### config.mk
export PLATFORM = sky130hd
export DESIGN_NAME = daq_dma_arbiter
export DESIGN_NICKNAME = d
export VERILOG_FILES = /design/src/rtl/daq_dma_arbiter.sv
export SDC_FILE = /design/constraint.sdc
export NUM_CORES = 1
export LEC_CHECK = 0
export BUFFER_PORTS_ARGS = -buffer_cell sky130_fd_sc_hd__buf_2
export CAP_MARGIN = 20
export CORE_AREA = 2 2 162 164
export DETAILED_ROUTE_END_ITERATION = 16
export DIE_AREA = 0 0 164 166
export GPL_TIMING_DRIVEN = 0
export MAX_ROUTING_LAYER = met4
export SETUP_SLACK_MARGIN = 0.2
export SKIP_LAST_GASP = 1
export SLEW_MARGIN = 10
export SYNTH_ARGS = -nofsm -noshare
export SYNTH_HDL_FRONTEND = slang
export SYNTH_SLANG_ARGS = --single-unit
### constraint.sdc
create_clock -name dma_clk -period 5.4 [get_ports dma_clk]
set_input_delay 1.62 -clock dma_clk [delete_from_list [all_inputs] [get_ports dma_clk]]
set_output_delay 1.62 -clock dma_clk [all_outputs]
set_load 0.02 [all_outputs]
### src/rtl/daq_dma_arbiter.sv
// daq_dma_arbiter: packet-atomic round-robin arbiter merging NSRC event-buffer streams onto one DMA stream.
// Define DAQ_ARB_STATS_EN to build the per-source saturating packet counters; otherwise pkt_count is tied to 0.
module daq_dma_arbiter #(
    parameter int NSRC = 4,
    parameter int DW   = 64
) (
    input  logic                 dma_clk,
    input  logic                 reset_n,
    input  logic                 enable,
    input  logic [NSRC-1:0]      src_mask,
    input  logic [NSRC-1:0]      src_valid,
    input  logic [NSRC*DW-1:0]   src_data,
    input  logic [NSRC-1:0]      src_last,
    output logic [NSRC-1:0]      src_ready,
    output logic                 dma_valid,
    output logic [DW-1:0]        dma_data,
    output logic                 dma_last,
    input  logic                 dma_ready,
    output logic [2:0]           grant_id,
    output logic                 busy,
    output logic [NSRC*16-1:0]   pkt_count,
    input  logic                 stat_clear
);
    typedef enum logic {IDLE, PASS} state_t;

    state_t          state_q, state_d;
    logic [2:0]      grant_q, grant_d;
    logic [2:0]      last_q, last_d;
    logic [NSRC-1:0] req;
    logic            pass;
    logic            done;

    assign req      = src_valid & src_mask;
    assign pass     = reset_n && (state_q == PASS);
    assign done     = pass && dma_valid && dma_ready && dma_last;
    assign busy     = pass;
    assign grant_id = grant_q;

    // Steer the granted source onto the DMA stream; everything is quiet outside PASS or in reset.
    always_comb begin
        src_ready = '0;
        dma_valid = 1'b0;
        dma_data  = '0;
        dma_last  = 1'b0;
        for (int i = 0; i < NSRC; i++) begin
            if (pass && grant_q == 3'(i)) begin
                src_ready[i] = dma_ready;
                dma_valid    = src_valid[i];
                dma_data     = src_data[DW*i +: DW];
                dma_last     = src_last[i];
            end
        end
    end

    // Idle: pick the first requester after last_grant; Pass: hold the grant until the last beat transfers.
    always_comb begin
        state_d = state_q;
        grant_d = grant_q;
        last_d  = last_q;
        if (state_q == IDLE) begin
            if (enable && |req) begin
                state_d = PASS;
                for (int k = NSRC; k >= 1; k--) begin
                    for (int i = 0; i < NSRC; i++) begin
                        if (i == (int'(last_q) + k) % NSRC && req[i]) grant_d = 3'(i);
                    end
                end
            end
        end else if (done) begin
            state_d = IDLE;
            last_d  = grant_q;
        end
    end

    // State, grant and round-robin pointer; the pointer starts at NSRC-1 so source 0 wins first.
    always_ff @(posedge dma_clk) begin
        if (!reset_n) begin
            state_q <= IDLE;
            grant_q <= '0;
            last_q  <= 3'(NSRC - 1);
        end else begin
            state_q <= state_d;
            grant_q <= grant_d;
            last_q  <= last_d;
        end
    end

`ifdef DAQ_ARB_STATS_EN
    logic [NSRC*16-1:0] cnt_q, cnt_d;

    // Saturating per-source completed-packet counters; a clear beats a coincident increment.
    always_comb begin
        cnt_d = cnt_q;
        for (int i = 0; i < NSRC; i++) begin
            if (done && grant_q == 3'(i) && cnt_q[16*i +: 16] != 16'hFFFF)
                cnt_d[16*i +: 16] = cnt_q[16*i +: 16] + 16'd1;
        end
        if (stat_clear) cnt_d = '0;
    end

    // Counter register.
    always_ff @(posedge dma_clk) begin
        if (!reset_n) cnt_q <= '0;
        else          cnt_q <= cnt_d;
    end

    assign pkt_count = cnt_q;
`else
    logic unused_stat_clear;

    assign unused_stat_clear = stat_clear;
    assign pkt_count         = '0;
`endif
endmodule
==> flow_metrics.tcl, run 1 <==
set metrics [dict create \
    status "finished, final reports clean" \
    max_freq_mhz 212 \
    first_iter_violations 66 \
    numCtsBuffers 3 \
    p_per_area_mw_per_mm2 118 \
    end_kind "output port" \
    cp.required_ns 3.78 \
    clock-sinks 5 \
    crit_fanout 10 \
    pin_count 411 \
    fin_skew_ns 0.00191 \
    placement.io_buffers 344 \
    synth_cells 260 \
    place.gp.congestion 0.780 \
    synth-seq-area-share 0.0350 \
    max_slew_margin 0.628 \
    grt_pass1_wl_um 21200 \
    grt_pass1_vias 3650 \
    routed_via_density 3.55 \
    grt_overflow 0 \
    ys_seq_elements 5 \
    place_hpwl_um 14100 \
    wl_per_cell_um 15.3 \
    ir_drop_mv 0.110 \
    grtUsageTotal 0.107 \
    insertion_delay_ns 0.23 \
    ys_warn_count 0 \
    fin_setup_tns_ns 0 \
    hp-class "flop to flop" \
    finalSetupViolations 0 \
    hold_viol_final 0 \
    final_layout_size_suffix_gt1_frac 0.740 \
    avgSynthCellArea_um2 11.0 \
    rows 59 \
    core_mm2 0.0256 \
    cts_resized 0 \
    netlist_area_mm2 0.00286 \
    utilization 0.208 \
    start_util 0.112 \
    routed_wl_um 15500 \
    cellLeakagePower_nw 2.84 \
    worst_pin_slew_ns 0.558 \
    die_height_um 166 \
    synth_top_area_share 0.520 \
    cts_hold_buf 0 \
    path_class "input port to output port" \
    die_w_um 164 \
    clk_pin_slew_ns 0.03 \
    grt_max_degree 11 \
    critical_path_arrival_ns 3.09 \
    synth.area.top_cells "mux4_2 (52%), buf_4 (17%), and2_1 (15%), dfxtp_1 (3.5%), buf_6 (3.1%)" \
    dieArea_mm2 0.0272 \
    cts-root-buf "clkbuf_16" \
    post_cts_buffers 0 \
    antenna_found_initial 7 \
    post-place-ws_ns 0.599 \
    yosys.area.top_type "mux4_2" \
    postRouteAntennaNets 0 \
    finalCritPeriodShare 0.872 \
    vias 3590 \
    cts_tree "done" \
    final_max_slew_viol_count 0 \
    layout_commonest_cell "buf_2" \
    fin_nets 946 \
    final_cell_mix "buf_2 (353), and2_1 (67), mux4_2 (66)" \
    drt-pass1-iter-count 4 \
    fin_crit_ns 4.71 \
    rsz0062_at_grt "no" \
    cts_max_level 1 \
    drv_cap 0 \
    synth_cell_types 27 \
    finalWorstSetupSlack_ns 0.694 \
    clock_path_buffers 2 \
    post-route-drc-count 0 \
    critPathLaunchType "input port" \
    area_growth_pct 86.5 \
]
-- worst paths after layout --
path                    start           end  slack [ns]  depth (start not counted)
setup / recovery      reset_n  src_ready[2]        0.69                          7
hold / removal      last_q[0]     last_q[0]        0.51                          2
setup reg to reg  grant_id[0]     last_q[1]        3.76                          5
hold reg to reg     last_q[0]     last_q[0]        0.51                          2
-- synth_stat cells --
cell	instances
and4_1	1
nand2b_1	1
mux4_2	66
inv_1	1
nand4_2	1
a21boi_0	1
mux2i_1	1
nand2_1	5
a22oi_1	1
buf_6	8
nor2b_1	1
and2_1	67
a22o_1	3
dfxtp_1	5
nor3_1	1
o21ai_0	4
nor2_1	1
nor3b_1	2
a31oi_1	4
clkbuf_1	7
o21a_1	1
nand3_1	1
buf_4	65
a21oi_1	1
buf_2	9
conb_1	1
o211ai_1	1
-- sequential cells by signal, summed over array words and instances, names as in the netlist --
| signal | count |
|---|---|
| state_q | 1 |
| last_q | 2 |
| grant_id | 2 |
-- report_power, final --
| part | internal, mW | total, mW | switching (mW) |
|---|---|---|---|
| Sequential | 0.0398 | 0.0414 | 0.00165 |
| Clock | 0.0966 | 0.120 | 0.0235 |
| Combinational | 0.250 | 0.465 | 0.216 |
| Total | 0.386 | 0.627 | 0.241 |
-- worst max-delay path: stages --
cell and delay [ns]:
buf_2 0.14, and2_1 0.13, buf_2 0.31, clkbuf_1 0.34, nand2_1 0.15, nor3b_1 0.20, buf_2 0.19
-- logic make-up (layout without fill, tap and decap cells) --
logic type             count (synthesis)  count (layout)  share of synthesized area
flip-flops                             5               5                     0.0350
buffers and inverters                 90             438                      0.228
AND/OR/NAND/NOR                       81              81                      0.175
other                                  1              70                    0.00131
AO/OA/AOI/OAI                         16              16                     0.0372
multiplexers                          67              67                      0.523
-- final cells by class --
cell class	instances	area, um^2
clock inverter	1	5.00
inverter	1	3.75
fill	2870	20300
sequential	5	100
timing repair buffer	344	1720
antenna	5	12.5
multi-input combinational	229	2350
buffer	89	649
clock buffer	3	75.1
tap	335	419
-- stage by stage --
stage | hold WS [ns] | power, mW | instances | area [um^2]
2_1_floorplan | 0.470 | 0.341 | 324 | 3100
3_3_place_gp | 0.503 | 0.507 | 1003 | 5240
3_5_place_dp | 0.513 | 0.515 | 1003 | 5240
6_report | 0.515 | 0.627 | 1012 | 5330
4_1_cts | 0.520 | 0.637 | 1007 | 5320
5_1_grt | 0.549 | 0.671 | 1012 | 5330
-- layer usage --
metal  global-route usage  up-vias  wire (um)
li1                     -     1694          -
met1                0.118     1652       5970
met2                0.201      236       8100
met3               0.0237        8       1330
met4               0.0130        0         82
met5                    -        -          0
No activity file was read; power rests on OpenSTA's default activity.
==> run 2, diff against run 1 <==
Settings changed: RECOVER_POWER from default to 50.
==> flow_metrics.tcl, run 2 (synthesis results as in run 1) <==
set metrics [dict create \
    finalSetupViolations 0 \
    hold_viol_final 0 \
    drt-pass1-iter-count 4 \
    finalCritPeriodShare 0.889 \
    numCtsBuffers 3 \
    r2r_start "grant_id[0]" \
    die_height_um 166 \
    postRouteAntennaNets 0 \
    busiest_layer "met2" \
    cellLeakagePower_nw 2.71 \
    rsz0062_at_grt "no" \
    stdcell_count 1011 \
    first_iter_violations 74 \
    crit_fanout 10 \
    final_cell_mix "buf_2 (324), mux4_2 (66), buf_4 (65), conb_1 (65), and2_1 (60)" \
    critical_path_arrival_ns 3.18 \
    ir_drop_mv 0.110 \
    place.gp.congestion 0.780 \
    cts_max_level 1 \
    clk_pin_slew_ns 0.03 \
    drv_cap 0 \
    antenna_found_initial 6 \
    grt_pass1_wl_um 21200 \
    fin_crit_ns 4.80 \
    worst_pin_slew_ns 0.527 \
    die_w_um 164 \
    routed_via_density 3.53 \
    post-route-drc-count 0 \
    slowest_delay_ns 0.34 \
    insertion_delay_ns 0.23 \
    cts-root-buf "clkbuf_16" \
    fin_nets 946 \
    start_util 0.112 \
    rows 59 \
    clock_path_buffers 2 \
    grt_pass1_vias 3650 \
    wl_per_cell_um 15.3 \
    final_max_slew_viol_count 0 \
    routed_wl_um 15500 \
    cp_slowest_cell "clkbuf_1" \
    cts_tree "done" \
    post_cts_buffers 0 \
    cts_resized 0 \
    grt_max_degree 11 \
    clock-sinks 5 \
    core_mm2 0.0256 \
    grt_util_met1 0.118 \
    cp.required_ns 3.78 \
    cts_hold_buf 0 \
    path_class "input port to output port" \
    placement.io_buffers 344 \
    status "finished, final reports clean" \
    dp.cells 1003 \
    fin_setup_tns_ns 0 \
    globalRouteMet3Util 0.0237 \
    min_from "last_q[0]" \
    hp-class "flop to flop" \
    max_freq_mhz 208 \
    vias 3573 \
    pin_count 411 \
    grt_overflow 0 \
    final_layout_size_suffix_gt1_frac 0.695 \
    grtUsageTotal 0.107 \
    p_per_area_mw_per_mm2 118 \
    layout_commonest_cell "buf_2" \
    fin_skew_ns 0.00187 \
    critPathLaunchType "input port" \
    met2_usage 0.201 \
    path_cells "clkbuf_1 -> and2_1 -> buf_2 -> clkbuf_1 -> nand2_1 -> nor3b_1 -> buf_2" \
    area_growth_pct 84.9 \
    place_hpwl_um 14100 \
    end_kind "output port" \
    max_slew_margin 0.648 \
    dieArea_mm2 0.0272 \
    cp-startpoint "reset_n" \
]
[run 2: cell count changes in the layout (fill, tap and decap cells not counted), sizes merged]
cell / change
buf: -29
clkbuf: +29
diode: -1
[run 2: power by group]
| part | internal, mW | leakage [nW] | total, mW | switching (mW) |
|---|---|---|---|---|
| Sequential | 0.0398 | 0.0410 | 0.0414 | 0.00167 |
| Clock | 0.0966 | 0.0409 | 0.120 | 0.0233 |
| Combinational | 0.246 | 2.63 | 0.462 | 0.215 |
| Total | 0.382 | 2.71 | 0.623 | 0.240 |
[run 2: critical path, delay by kind of cell]
family	cells	cell delay [ns]
AND/OR/NAND/NOR	3	0.50
buffers and inverters	4	1.04
[run 2: final timing paths]
kind / endpoint / cells past startpoint / slack, ns
max: src_ready[2] / 7 / 0.60
min reg2reg: last_q[0] / 2 / 0.52
max reg2reg: last_q[1] / 5 / 3.72
min: last_q[0] / 2 / 0.52
[run 2: final cells by class]
cell class              instances  area, um^2
plain buffers                  89         649
inverters                       1        3.75
diodes                          4        10.0
flip-flops and latches          5         100
clock inverters                 1        5.00
well taps                     335         419
clock buffers                   3        75.1
multi-input cells             229        2340
repair buffers                344        1690
fillers                      2890       20300
[run 2: layer usage]
layer | vias up | routed length, um
met5 | - | 0
met3 | 8 | 1550
li1 | 1689 | -
met2 | 241 | 8110
met1 | 1635 | 5730
met4 | 0 | 82
[run 2: metrics by stage]
stage | hold WS [ns] | instance area (um^2) | worst slack, ns | total power [mW] | utilization
floorplan | 0.470 | 3100 | 1.04 | 0.341 | -
global placement | 0.503 | 5240 | 0.604 | 0.507 | 0.205
detailed placement | 0.513 | 5240 | 0.599 | 0.515 | 0.205
CTS | 0.520 | 5320 | 0.596 | 0.637 | 0.208
global route | 0.549 | 5290 | 0.354 | 0.668 | 0.206
finish | 0.520 | 5290 | 0.602 | 0.623 | 0.206
